## src/rtl/riscv_pipe_pkg.sv

```systemverilog
//------------------------------------------------------------------------------
// riscv_pipe_pkg -- stage payload structs, their widths and control-field sizes. Rev 1.0
//------------------------------------------------------------------------------
`default_nettype none

package riscv_pipe_pkg;

  localparam int ALU_OP_W = 5;
  localparam int BJ_W     = 3;
  localparam int RW_W     = 4;
  localparam int WB_SEL_W = 2;

  typedef struct packed {
    logic [31:0]          pc;
    logic [31:0]          pc_plus4;
    logic [31:0]          rs1_data;
    logic [31:0]          rs2_data;
    logic [31:0]          imm;
    logic [4:0]           rs1;
    logic [4:0]           rs2;
    logic [4:0]           rd;
    logic [ALU_OP_W-1:0]  alu_op;
    logic [BJ_W-1:0]      bj_sel;
    logic [RW_W-1:0]      rw_sel;
    logic [WB_SEL_W-1:0]  wb_sel;
    logic                 reg_write;
    logic                 alu_src_a;
    logic                 alu_src_b;
    logic                 mem_read;
    logic                 mem_write;
    logic                 is_jal;
    logic                 is_jalr;
    logic                 is_branch;
  } id_ex_t;

  typedef struct packed {
    logic [31:0]          alu_result;
    logic [31:0]          rs2_data;
    logic [31:0]          pc_plus4;
    logic [4:0]           rd;
    logic [RW_W-1:0]      rw_sel;
    logic [WB_SEL_W-1:0]  wb_sel;
    logic                 reg_write;
  } ex_mem_t;

  typedef struct packed {
    logic [31:0]          alu_result;
    logic [31:0]          mem_data;
    logic [31:0]          pc_plus4;
    logic [4:0]           rd;
    logic [WB_SEL_W-1:0]  wb_sel;
    logic                 reg_write;
  } mem_wb_t;

  localparam int ID_EX_W  = $bits(id_ex_t);
  localparam int EX_MEM_W = $bits(ex_mem_t);
  localparam int MEM_WB_W = $bits(mem_wb_t);

endpackage

`default_nettype wire

```

## src/rtl/pipe_stage_reg.sv

```systemverilog
//------------------------------------------------------------------------------
// pipe_stage_reg -- valid/ready pipeline register with stall, flush, optional skid. Rev 1.0
//------------------------------------------------------------------------------
`default_nettype none

module pipe_stage_reg
  import riscv_pipe_pkg::*;
#(
  parameter int DATA_W    = ID_EX_W,
  parameter bit SKID      = 1'b1,
  parameter bit FLUSH_CLR = 1'b0
) (
  input  logic              clk,
  input  logic              reset,
  input  logic              stall,
  input  logic              flush,
  input  logic              in_valid,
  output logic              in_ready,
  input  logic [DATA_W-1:0] in_data,
  output logic              out_valid,
  input  logic              out_ready,
  output logic [DATA_W-1:0] out_data,
  output logic [1:0]        occupancy
);

  logic              r_main_valid;
  logic [DATA_W-1:0] r_main_data;
  logic              r_skid_valid;
  logic [DATA_W-1:0] r_skid_data;

  logic              w_main_valid_nxt;
  logic [DATA_W-1:0] w_main_data_nxt;
  logic              w_skid_valid_nxt;
  logic [DATA_W-1:0] w_skid_data_nxt;

  logic w_in_ready;
  logic w_out_valid;
  logic w_accept;
  logic w_deliver;

  assign w_out_valid = r_main_valid & ~stall & ~flush;

  // With the skid entry, ready depends only on flops, cutting the out_ready -> in_ready path.
  generate
    if (SKID) begin : g_skid_ready
      assign w_in_ready = ~r_skid_valid & ~stall & ~flush & ~reset;
    end else begin : g_comb_ready
      assign w_in_ready = (~r_main_valid | out_ready) & ~stall & ~flush & ~reset;
    end
  endgenerate

  assign w_accept  = in_valid & w_in_ready;
  assign w_deliver = w_out_valid & out_ready;

  always_comb begin
    w_main_valid_nxt = r_main_valid;
    w_main_data_nxt  = r_main_data;
    w_skid_valid_nxt = r_skid_valid;
    w_skid_data_nxt  = r_skid_data;
    if (flush) begin
      w_main_valid_nxt = 1'b0;
      w_skid_valid_nxt = 1'b0;
      if (FLUSH_CLR) begin
        w_main_data_nxt = '0;
        w_skid_data_nxt = '0;
      end
    end else if (!stall) begin
      if (SKID) begin
        if (r_skid_valid) begin
          if (w_deliver) begin
            w_main_data_nxt  = r_skid_data;
            w_skid_valid_nxt = 1'b0;
          end
        end else if (r_main_valid) begin
          if (w_deliver && w_accept) begin
            w_main_data_nxt = in_data;
          end else if (w_deliver) begin
            w_main_valid_nxt = 1'b0;
          end else if (w_accept) begin
            w_skid_valid_nxt = 1'b1;
            w_skid_data_nxt  = in_data;
          end
        end else if (w_accept) begin
          w_main_valid_nxt = 1'b1;
          w_main_data_nxt  = in_data;
        end
      end else begin
        if (w_accept) begin
          w_main_valid_nxt = 1'b1;
          w_main_data_nxt  = in_data;
        end else if (w_deliver) begin
          w_main_valid_nxt = 1'b0;
        end
      end
    end
  end

  always_ff @(posedge clk) begin
    if (reset) begin
      r_main_valid <= 1'b0;
      r_main_data  <= '0;
      r_skid_valid <= 1'b0;
      r_skid_data  <= '0;
    end else begin
      r_main_valid <= w_main_valid_nxt;
      r_main_data  <= w_main_data_nxt;
      r_skid_valid <= w_skid_valid_nxt;
      r_skid_data  <= w_skid_data_nxt;
    end
  end

  assign in_ready  = w_in_ready;
  assign out_valid = w_out_valid;
  assign out_data  = r_main_data;
  assign occupancy = {1'b0, r_main_valid} + {1'b0, r_skid_valid};

endmodule

`default_nettype wire
```

## config.mk

```make
export PLATFORM = sky130hd
export DESIGN_NAME = pipe_stage_reg
export DESIGN_NICKNAME = d
export VERILOG_FILES = /design/src/rtl/riscv_pipe_pkg.sv /design/src/rtl/pipe_stage_reg.sv
export SDC_FILE = /design/constraint.sdc
export NUM_CORES = 1
export LEC_CHECK = 0
export ABC_AREA = 1
export CORE_ASPECT_RATIO = 0.5
export CORE_MARGIN = 3
export CORE_UTILIZATION = 42
export CTS_BUF_LIST = sky130_fd_sc_hd__clkbuf_2 sky130_fd_sc_hd__clkbuf_4 sky130_fd_sc_hd__clkbuf_8
export DETAILED_ROUTE_END_ITERATION = 8
export DONT_BUFFER_PORTS = 1
export PLACE_DENSITY = 0.62
export SYNTH_ARGS = -nofsm -noshare
export SYNTH_HDL_FRONTEND = slang
export SYNTH_SLANG_ARGS = --single-unit
```

## constraint.sdc

```tcl
create_clock -name clk -period 3.9 [get_ports clk]
set_input_delay 0 -clock clk [delete_from_list [all_inputs] [get_ports clk]]
set_output_delay 0 -clock clk [all_outputs]
set_load 0.01 [all_outputs]
```

==> Implementation_results.wiki, run 1 <==
{| class="wikitable"
! Metric !! Value
|-
| Overall via count from detail_route || around 19k
|-
| Final HPWL DP || ~30000 um
|-
| Most frequent cells in the layout || nor2_1 (790), nand2_1 (399), a21oi_1 (395), dfxtp_1 (394), dlygate4sd3_1 (281)
|-
| Setup-violating endpoint count in the final report || 0
|-
| Final Routed Wirelength || about 57000 um
|-
| Max-Slew Margin vs Limit || 24.36%
|-
| Final worst hold slack || 0.02942 ns
|-
| Part of the cycle the worst path needs || 80.59%
|-
| First-pass DRT Iterations || 5
|-
| Core area || roughly 44000 um^2
|-
| Total number of yosys warnings || 0
|-
| Master cell of the clock root buffer || clkbuf_8
|-
| Count of input and output buffers || 0
|-
| Routed length on met1 || 24480 um
|-
| Clock latency on the worst-skew pair || 0.63 ns
|-
| Switching share of power || 26.77%
|-
| Non-Filler Instances || approximately 3.6k
|-
| Kind of end point of the critical path || flop
|-
| Cell area power density || 379.9 nW/um^2
|-
| Total instance count after detailed placement || ~3.2k
|-
| Maximum number of pins on one net before global-route repair || 249
|-
| Clock tree from TritonCTS || done
|-
| Tot GR Track Use || 22.75%
|-
| Row cnt || 54
|-
| Metal2 WL || 26860 um
|-
| CP Class || reg2reg
|-
| Clk_skew || 0.03084 ns
|-
| Number of design rule violations left after detail routing || 0
|-
| Number of maximum-capacitance constraint violations || 0
|-
| WP data arrival || 3.66 ns
|-
| Final Hold Viols || 0
|-
| Routed length on met3 || roughly 3200 um
|-
| Via/cell ratio || 5.171
|-
| Mean instance size in the synthesized netlist || between 6 and 7 um^2
|-
| Total number of H-tree levels || 2
|-
| Die area || 47370 um^2
|-
| Global-route wire length before repair || ~90000 um
|-
| Library cells used by synthesis || 19
|-
| Net Sw Power || 2.297 mW
|-
| Number of antenna violations at the first check in global routing || 3
|-
| Peak supply drop || 0.0002013 V
|-
| Initial core utilization || 42.76%
|-
| Leakage power || 9.819 nW
|-
| Count of pins on the block boundary || 404
|-
| Sequential power share || between 40% and 50%
|-
| Via count of the first global-routing pass || about 17k
|-
| Largest fanout on the critical path || 61
|-
| Design internal power || 6.285 mW
|-
| Highest metal layer with signal wires || met4
|-
| Flop and latch count out of synthesis || 396
|-
| RSZ-0062 raised after global routing || no
|-
| Gpl congestion || 0.7951
|-
| Fmax || 318.2 MHz
|-
| Area added between synthesis and finish || 20.51%
|-
| Layout net count || 3166
|-
| Type of element launching the critical path || flop
|-
| Worst EP required || about 4.4 ns
|-
| Clock period minus final worst setup slack || 3.143 ns
|-
| Cells after Synth || 2854
|-
| Overall power after layout || 8.583 mW
|-
| Commonest non-fill, non-tap cell in the layout || nor2_1
|-
| Layout cells sized above 1 || 4.535%
|-
| Synthesized Nets || 3060
|-
| Clock-pin slew reported for the worst setup and hold paths after clock tree synthesis || 0.07 ns
|-
| Final ANT Viol Nets || 0
|-
| Routed wire length per instance || approximately 16 um
|-
| Post-CTS setup buffer count || 0
|-
| Share of total power in the clock network || 40.7%
|-
| Max Slew Vio Count || 0
|-
| Status || complete, no violations
|-
| Worst hold path type || in2reg
|-
| Total grt overflow || 0
|-
| Transition at the pin with the smallest max-transition slack || 1.135 ns
|-
| Number of buffers inserted during clock tree synthesis || 60
|-
| Clock Path Buffers || 3
|-
| Die span in x || around 300 um
|-
| Number of clock sinks || 396
|-
| Final setup TNS || 0 ns
|-
| Part of the power in combinational logic || between 10% and 20%
|-
| Floorplan die height || 155.4 um
|-
| Netlist Area Pre-Place || about 19000 um^2
|-
| Cts repair resizes || 0
|-
| Sequential-to-total area share from yosys stat || 42.28%
|-
| Iter 0 DRT Violations || about 1.5k
|}
## final cells by class
cell class                      count  area, um^2
Inverter                          206       780.7
Antenna cell                        3       7.507
Multi-Input combinational cell   1993        8827
Clock buffer                       94        1137
Timing Repair Buffer              303        3128
Tap cell                          588       735.7
Fill cell                        4458       21260
Clock inverter                      7       42.54
Sequential cell                   396        7935
## cells in the mapped netlist
master / instances / area share (%)
buf_1: 30 / 0.60
dfxtp_1: 396 / 42
or2_2: 1 / 0.033
nand2_2: 2 / 0.067
inv_2: 2 / 0.040
nand4_2: 1 / 0.067
a21oi_1: 395 / 11
buf_2: 126 / 3.4
buf_6: 1 / 0.060
nand3_1: 201 / 5.4
nor2_4: 3 / 0.18
nand2_1: 399 / 8.0
clkbuf_1: 69 / 1.4
nand4_1: 197 / 6.6
inv_1: 204 / 4.1
ha_1: 3 / 0.20
nor2_2: 1 / 0.033
buf_4: 33 / 1.3
nor2_1: 790 / 16
## worst paths after layout
path               startpoint          endpoint  slack [ns]  depth (start not counted)
min                  in_valid   r_skid_data[92]        0.03                          5
max reg2reg      r_main_valid   r_skid_data[74]        0.76                          7
max              r_main_valid   r_skid_data[74]        0.76                          7
min reg2reg  r_skid_data[131]  r_skid_data[131]        0.48                          2
## state kept, by name, summed over array words and instances, names as in the netlist
register and cells:
out_data 197, r_main_valid 1, r_skid_valid 1, r_skid_data 197
## what timing repair did
item	4_1_cts	5_1_grt
hold endpoints to repair	396	0
endpoints found under the setup margin	0	0
hold buffers	281	0
## metal layers
metal  GRT usage, %  vias to the layer above
met5              0                        -
met1          28.78                     8491
met4          9.139                        0
met2          38.22                      508
met3          4.707                      145
li1               -                     9421
## per-stage QoR
step | setup WS, ns | area, um^2 | utilization, %
2_1_floorplan | 1.553 | 18750 | -
5_1_grt | 0.6187 | 22590 | 51.53
6_report | 0.7571 | 22590 | 51.53
4_1_cts | 0.8272 | 22590 | 51.51
3_5_place_dp | 1.121 | 18590 | 42.40
3_3_place_gp | 1.170 | 18590 | 42.40
## logic make-up after synthesis
group	synth area share (%)
buf+inv	10.85
fa+ha+maj	0.2002
simple gates	36.12
compound gates	10.54
flops	42.28
## power groups by stage
stage                     logic (mW)  clock network [mW]  registers (mW)
after floorplan                0.586                   0            4.27
after global placement         0.698                   0            4.29
final                          0.887                3.50            4.20
after detailed placement       0.703                   0            4.29
after global routing           0.997                3.81            4.20
after CTS                      0.884                3.60            4.20
## worst max-delay path: stages, from the launching register on
cell,delay [ns]
dfxtp_4,0.37
nand3_4,0.51
buf_4,0.71
nand4_1,0.17
dlygate4sd3_1,0.61
nand2_1,0.06
nor2_1,0.05
dlygate4sd3_1,0.55
No activity file was read; power rests on OpenSTA's default activity.
==> inputs of run 2 (changes only) <==
--- a/config.mk
+++ b/config.mk
@@ -5,14 +5,14 @@
 export SDC_FILE = /design/constraint.sdc
 export NUM_CORES = 1
 export LEC_CHECK = 0
-export ABC_AREA = 1
+export ABC_AREA = 0
 export CORE_ASPECT_RATIO = 0.5
 export CORE_MARGIN = 3
 export CORE_UTILIZATION = 42
 export CTS_BUF_LIST = sky130_fd_sc_hd__clkbuf_2 sky130_fd_sc_hd__clkbuf_4 sky130_fd_sc_hd__clkbuf_8
 export DETAILED_ROUTE_END_ITERATION = 8
 export DONT_BUFFER_PORTS = 1
-export PLACE_DENSITY = 0.62
+export PLACE_DENSITY = 0.65
 export SYNTH_ARGS = -nofsm -noshare
 export SYNTH_HDL_FRONTEND = slang
 export SYNTH_SLANG_ARGS = --single-unit
==> constraint.sdc (replaced) <==
create_clock -name clk -period 2.7 [get_ports clk]
set_input_delay 0 -clock clk [delete_from_list [all_inputs] [get_ports clk]]
set_output_delay 0 -clock clk [all_outputs]
set_load 0.01 [all_outputs]
==> run 2 against run 1 <==
Effect of this change: synthesized cell count is 38% lower; area after synthesis is 16% lower; the run now fails in clock tree synthesis (4_1_cts).
==> Implementation_results.wiki, run 2 <==
{| class="wikitable"
! Metric !! Value
|-
| Last flow stage reached || clock tree synthesis (4_1_cts)
|-
| Cells after Synth || 1772
|-
| Cts hold-fix bufs || 440
|-
| Main flop type after synthesis || dfxtp_1
|-
| Floorplan die height || approximately 140 um
|-
| Row cnt || between 40 and 50
|-
| Clock Path Buffers || 3
|-
| Area share of the leading cell type in the synthesized netlist || between 50% and 60%
|-
| Total number of yosys warnings || 0
|-
| Cell types with the largest area share after synthesis || dfxtp_1 (50%), a21oi_1 (12%), mux2i_1 (12%), nand2_1 (9.4%), a211oi_1 (9.4%)
|-
| Gpl congestion || about 0.77
|-
| Number of enable-type register cells in the synthesized netlist || 0
|-
| Initial core utilization || ~43%
|-
| Mean instance size in the synthesized netlist || 8.916 um^2
|-
| Most common cell in the netlist || dfxtp_1
|-
| Number of buffers inserted during clock tree synthesis || 56
|-
| Status || stopped before the end
|-
| Post-synthesis async set-or-reset flop share || 0%
|-
| Synthesized Nets || about 2.0k
|-
| Number of clock sinks || 396
|-
| Area leader, netlist || dfxtp_1
|-
| Error || [ERROR RSZ-0060] Max buffer count reached.
|-
| Library cells used by synthesis || 24
|-
| Cts repair resizes || 0
|-
| Count of input and output buffers || 0
|-
| Count of pins on the block boundary || 404
|-
| Sequential-to-total area share from yosys stat || 50.18%
|-
| Die span in x || 280.3 um
|-
| Post-CTS setup buffer count || 0
|-
| Final HPWL DP || approximately 26000 um
|-
| Netlist Area Pre-Place || 15800 um^2
|-
| Placement Setup Slack || ~0.57 ns
|-
| Cell types with the highest counts after synthesis || dfxtp_1 (396), nand2_1 (395), a21oi_1 (394)
|-
| Flop and latch count out of synthesis || between 300 and 400
|-
| Master cell of the clock root buffer || clkbuf_8
|-
| Total number of H-tree levels || 2
|}
[run 2: through the flow]
step                      area (um^2)  utilization (%)  instances  hold WS, ns
after floorplan                 15800                -       1772      0.03795
after global placement          15860            43.47       2096      0.08163
after detailed placement        15860            43.47       2096      0.08504
[run 2: kinds of logic after synthesis]
group | Yosys count | synth area share, %
adder cells (fa/ha/maj) | 3 | 0.2376
multiplexers | 197 | 12.48
buffers and inverters | 176 | 5.140
AO/OA/AOI/OAI | 596 | 22.14
AND/OR/NAND/NOR | 404 | 9.828
flip-flops | 396 | 50.18
==> inputs of run 3 (changes only) <==
==> config.mk (replaced) <==
export PLATFORM = sky130hd
export DESIGN_NAME = pipe_stage_reg
export DESIGN_NICKNAME = d
export VERILOG_FILES = /design/src/rtl/riscv_pipe_pkg.sv /design/src/rtl/pipe_stage_reg.sv
export SDC_FILE = /design/constraint.sdc
export NUM_CORES = 1
export LEC_CHECK = 0
export ABC_AREA = 0
export CORE_MARGIN = 3
export CORE_UTILIZATION = 27
export DETAILED_ROUTE_END_ITERATION = 8
export DONT_BUFFER_PORTS = 1
export PLACE_DENSITY_LB_ADDON = 0.15
export SYNTH_ARGS = -nofsm -noshare
export SYNTH_HDL_FRONTEND = slang
export SYNTH_SLANG_ARGS = --single-unit
==> constraint.sdc (replaced) <==
create_clock -name clk -period 3.5 [get_ports clk]
set_input_delay 0 -clock clk [delete_from_list [all_inputs] [get_ports clk]]
set_output_delay 0 -clock clk [all_outputs]
set_load 0.01 [all_outputs]
==> run 3 against run 2 <==
Effect of this change: the flow now finishes without violations; synthesized cell count unchanged; area after synthesis unchanged.
==> Implementation_results.wiki, run 3 <==
{| class="wikitable"
! Metric !! Value
|-
| Largest fanout on the critical path || 31
|-
| Core area || 57810 um^2
|-
| Fmax || roughly 330 MHz
|-
| Cells after Synth || 1772
|-
| Clock-pin slew reported for the worst setup and hold paths after clock tree synthesis || 0.06 ns
|-
| Status || complete, no violations
|-
| Routed wire length per instance || between 15 and 20 um
|-
| Placement Setup Slack || 1.152 ns
|-
| WP data arrival || 3.58 ns
|-
| Most common cell in the netlist || dfxtp_1
|-
| Max-Slew Margin vs Limit || 19.50%
|-
| Multi-input combinational cell area || a little over 7000 um^2
|-
| Cell types with the largest area share after synthesis || dfxtp_1 (50%), a21oi_1 (12%), mux2i_1 (12%), nand2_1 (9.4%), a211oi_1 (9.4%)
|-
| Final ANT Viol Nets || 0
|-
| Layout net count || 2242
|-
| Number of design rule violations left after detail routing || 0
|-
| Clk_skew || 0.02224 ns
|-
| Synth Area in Simple Gates || 9.828%
|-
| Clock period minus final worst setup slack || around 3 ns
|-
| Part of the cycle the worst path needs || 87.15%
|-
| Number of antenna violations at the first check in global routing || 4
|-
| Mean instance size in the synthesized netlist || 8.916 um^2
|-
| Layout cells sized above 1 || under 10%
|-
| Total number of H-tree levels || 2
|-
| Transition at the pin with the smallest max-transition slack || 1.208 ns
|-
| Netlist Area Pre-Place || between 15000 and 20000 um^2
|-
| Cts repair resizes || 0
|-
| Iter 0 DRT Violations || 733
|-
| Most frequent cells in the layout || nand2_1 (395), dfxtp_1 (395), a21oi_1 (394), dlygate4sd3_1 (370)
|-
| Clock Path Buffers || 3
|-
| Total grt overflow || 0
|-
| Main flop type after synthesis || dfxtp_1
|-
| Number of fill cells in the layout || between 5k and 6k
|-
| Area fraction in compound gates after synthesis || 22.14%
|-
| Count of pins on the block boundary || 404
|-
| Library cells used by synthesis || 24
|-
| Area leader, netlist || dfxtp_1
|-
| Max Slew Vio Count || 0
|-
| Number of maximum-capacitance constraint violations || 0
|-
| Clock tree from TritonCTS || done
|-
| Global-route wire length before repair || 84990 um
|-
| Flop and latch count out of synthesis || 396
|-
| Synthesized Nets || between 1.5k and 2k
|-
| Share of the synthesized netlist area taken by xor and xnor gates || 0%
|-
| RSZ-0062 raised after global routing || no
|-
| Post-synthesis async set-or-reset flop share || 0%
|-
| Via count of the first global-routing pass || 13.92k
|-
| Final Hold Viols || 0
|-
| Master cell of the clock root buffer || clkbuf_16
|-
| CP Class || reg2reg
|-
| Post-CTS setup buffer count || 0
|-
| Overall via count from detail_route || 14.02k
|-
| Maximum number of pins on one net before global-route repair || 203
|-
| Worst hold path type || in2reg
|-
| Sequential-to-total area share from yosys stat || 50.18%
|-
| Number of enable-type register cells in the synthesized netlist || 0
|-
| Peak supply drop || 0.0003684 V
|-
| Initial core utilization || between 20% and 30%
|-
| Final Routed Wirelength || 56480 um
|-
| Total number of yosys warnings || 0
|-
| Area added between synthesis and finish || 36.71%
|-
| Sequential cell area || 7931 um^2
|-
| Clock latency on the worst-skew pair || 0.59 ns
|-
| Kind of end point of the critical path || flop
|-
| Leakage power || roughly 7 nW
|-
| Row cnt || 88
|-
| Count of input and output buffers || 0
|-
| Die span in x || about 250 um
|-
| Cell types with the highest counts after synthesis || dfxtp_1 (396), nand2_1 (395), a21oi_1 (394)
|-
| Final setup TNS || 0 ns
|-
| Final HPWL DP || ~31000 um
|-
| Type of element launching the critical path || flop
|-
| Tot GR Track Use || 17.55%
|-
| Largest family of logic cells by synthesized area || compound AO/OA/AOI/OAI gates
|-
| Setup-violating endpoint count in the final report || 0
|-
| Multiplexer share of the synthesized area || 12.48%
|-
| Worst EP required || ~4.0 ns
|-
| Gpl congestion || 0.7278
|-
| Floorplan die height || 247.9 um
|-
| First-pass DRT Iterations || 5
|-
| Number of buffers inserted during clock tree synthesis || 48
|-
| Min setup slack post-route || 0.4499 ns
|-
| Cts hold-fix bufs || 371
|-
| Area share of the leading cell type in the synthesized netlist || 50.18%
|-
| Cell area power density || ~480 nW/um^2
|-
| Number of clock sinks || 396
|-
| Via/cell ratio || 4.928
|-
| Die area || 61450 um^2
|-
| Post-Synth Adder-Cell Area || less than 1%
|}
[run 3: per-stage QoR]
step	cells	power [mW]	cell area (um^2)	utilization, %	hold slack [ns]
after floorplan	1772	5.026	15800	-	0.03795
after global placement	2380	5.063	16240	28.10	0.05461
after detailed placement	2380	5.067	16240	28.10	0.05582
after CTS	2838	10.43	21580	37.34	0.004786
after global routing	2839	10.68	21590	37.34	0.02537
final	2844	10.28	21600	37.36	0.04670
[run 3: area by class of cell]
cell class	instances	share of cell area (%)
Sequential cell	396	36.72
Multi-Input combinational cell	1200	32.79
Timing Repair Buffer	388	18.50
Clock buffer	73	6.598
Tap cell	765	4.432
Clock inverter	14	0.8458
Antenna cell	6	0.06952
Inverter	2	0.03476
[run 3: cell families after synthesis]
kind of cell	after synthesis
fa+ha+maj	3
simple gates	404
flops	396
buf+inv	176
compound gates	596
mux	197
[run 3: final timing paths]
path / startpoint / end / slack (ns) / depth (start not counted)
max: r_skid_valid / r_skid_data[144] / 0.45 / 6
min: in_valid / r_skid_data[28] / 0.05 / 4
max reg2reg: r_skid_valid / r_skid_data[144] / 0.45 / 6
min reg2reg: r_skid_data[28] / r_skid_data[28] / 0.45 / 2
[run 3: where the power goes]
group          internal, mW  switching [mW]  total [mW]
Clock                  3.03            2.03        5.06
Combinational         0.254           0.305       0.559
Sequential             4.57          0.0866        4.66
[run 3: critical path: stages (launching register included)]
cell and delay [ns]:
dfxtp_4 0.38, nor4_4 0.57, and4_4 0.67, nand2_1 0.11
dlygate4sd3_1 0.58, a21oi_1 0.12, dlygate4sd3_1 0.57
[run 3: layer usage]
metal	vias up	GRT usage, %	wire [um]
met1	6758	22.25	23960
met3	87	5.078	4087
met2	355	28.51	26700
li1	6815	-	-
met5	-	0	0
met4	0	5.990	1736
==> inputs of run 4 (changes only) <==
==> constraint.sdc (replaced) <==
create_clock -name clk -period 3.5 [get_ports clk]
set_input_delay 0.7 -clock clk [delete_from_list [all_inputs] [get_ports clk]]
set_output_delay 0.7 -clock clk [all_outputs]
set_load 0.01 [all_outputs]
==> run 4 against run 3 <==
Effect of this change: clock skew shrank 0.0019 ns; largest power group unchanged; power shrank 2.5%; utilization shrank 6.5 points; global-route usage shrank 1.7 points.
==> Implementation_results.wiki, run 4 (synthesized netlist as in run 3, its figures left out) <==
{| class="wikitable"
! Metric !! Value
|-
| Worst EP required || about 2.8 ns
|-
| Initial core utilization || 27.33%
|-
| Via/cell ratio || 5.018
|-
| Cell area power density || 561.6 nW/um^2
|-
| Share of total power in the clock network || about half
|-
| Cts repair resizes || 0
|-
| Fmax || 372.5 MHz
|-
| Number of antenna violations at the first check in global routing || 2
|-
| Cts hold-fix bufs || 0
|-
| Layout net count || 1869
|-
| Number of maximum-capacitance constraint violations || 0
|-
| Non-Filler Instances || 2468
|-
| Total number of H-tree levels || 2
|-
| Min setup slack post-route || 0.8151 ns
|-
| Final Routed Wirelength || between 50000 and 60000 um
|-
| Master cell of the clock root buffer || clkbuf_16
|-
| Clk_skew || 0.02037 ns
|-
| Max-Slew Margin vs Limit || 28.27%
|-
| Total grt overflow || 0
|-
| Design internal power || just under 8 mW
|-
| Final setup TNS || 0 ns
|-
| Sequential power share || 46.4%
|-
| Final core utilization || 30.87%
|-
| Transition at the pin with the smallest max-transition slack || 1.076 ns
|-
| CP max stage cell || buf_12
|-
| Tot GR Track Use || 15.84%
|-
| Overall via count from detail_route || about 12k
|-
| Die area || 61450 um^2
|-
| Maximum number of pins on one net before global-route repair || 398
|-
| Floorplan die height || about 250 um
|-
| Chain of cells forming the critical path || buf_12, ha_1
|-
| Worst hold path type || in2reg
|-
| CP Class || reg2out
|-
| Clock tree from TritonCTS || done
|-
| Iter 0 DRT Violations || 781
|-
| Layout cells sized above 1 || ~5.5%
|-
| Type of element launching the critical path || flop
|-
| Most frequent cells in the layout || nand2_1 (395), dfxtp_1 (395), a21oi_1 (394), mux2i_1 (197), a211oi_1 (197)
|-
| Number of clock sinks || 396
|-
| Critical path buffers and inverters || 1
|-
| Largest fanout on the critical path || 109
|-
| Category of cells accounting for the largest share of critical-path delay || buffers and inverters
|-
| Placement Setup Slack || ~0.97 ns
|-
| Core area || 57810 um^2
|-
| Clock period minus final worst setup slack || 2.685 ns
|-
| Part of the power in combinational logic || between 3 and 4%
|-
| Total instance count after detailed placement || 2379
|-
| Routed wire length per instance || ~21 um
|-
| Number of design rule violations left after detail routing || 0
|-
| Die span in x || 247.9 um
|-
| Status || complete, no violations
|-
| Leakage power || 5.076 nW
|-
| Net Sw Power || 2.259 mW
|-
| Number of buffers inserted during clock tree synthesis || 47
|-
| Kind of end point of the critical path || output port
|-
| Count of pins on the block boundary || 404
|-
| Switching share of power || 22.54%
|-
| Global-route wire length before repair || 75690 um
|-
| Final Hold Viols || 0
|-
| Clock-pin slew reported for the worst setup and hold paths after clock tree synthesis || 0.06 ns
|-
| RSZ-0062 raised after global routing || no
|-
| Clock Path Buffers || 3
|-
| Max incr delay on CP || 0.53 ns
|-
| Part of the cycle the worst path needs || about three quarters
|-
| Final HPWL DP || 30360 um
|-
| Gpl congestion || roughly 0.73
|-
| Post-CTS setup buffer count || 0
|-
| WP data arrival || 1.98 ns
|-
| First-pass DRT Iterations || 5
|-
| Clock latency on the worst-skew pair || 0.58 ns
|-
| Row cnt || slightly below 90
|-
| Setup slack of the most critical reg-to-reg path || 1.11 ns
|-
| Setup-violating endpoint count in the final report || 0
|-
| Via count of the first global-routing pass || 11.38k
|-
| Peak supply drop || about 0.00030 V
|-
| Final ANT Viol Nets || 0
|-
| Area added between synthesis and finish || 12.96%
|-
| Max Slew Vio Count || 0
|-
| Count of input and output buffers || 0
|}
-- run 4: cell types whose count changed in the layout (fill, tap and decap cells not counted), sizes merged --
cell and delta:
buf -2, inv +1, clkbuf +2, clkinvlp +1, dlygate4sd3 -370, clkinv -5, bufinv +1, diode -4
-- run 4: per-stage QoR --
step,total power [mW],instance area [um^2],hold WS (ns)
after floorplan,5.026,15800,0.4360
after global placement,5.063,16240,0.4379
after detailed placement,5.067,16240,0.4411
after CTS,10.24,17840,0.1626
after global routing,10.44,17840,0.1660
final,10.02,17850,0.2108
-- run 4: routing by layer --
metal	routed length [um]	share of wire, %	track usage [%]
met4	1674	3.2	5.287
met3	4952	9.5	6.363
met5	0	0	0
met2	23600	45	24.42
met1	21830	42	20.12
-- run 4: layout make-up --
class	count	area (um^2)
fill	6100	39960
sequential	396	7931
multi-input combinational	1200	7083
clock buffer	75	1423
tap	765	957.2
timing repair buffer	16	257.7
clock inverter	12	181.4
inverter	2	7.507
antenna	2	5.005
-- run 4: path summary, 6_finish.rpt --
check	start	end	depth (start not counted)
setup / recovery	r_skid_valid	occupancy[1]	2
hold / removal	flush	r_main_valid	1
setup reg to reg	r_skid_valid	out_data[131]	7
hold reg to reg	r_skid_data[174]	r_skid_data[174]	2
-- run 4: power by group through the flow --
| stage | logic, mW | clock network (mW) | registers [mW] |
|---|---|---|---|
| detailed placement | 0.312 | 0 | 4.76 |
| finish | 0.307 | 5.06 | 4.66 |
| global route | 0.342 | 5.44 | 4.66 |
| CTS | 0.312 | 5.27 | 4.66 |
| floorplan | 0.301 | 0 | 4.73 |
| global placement | 0.306 | 0 | 4.76 |
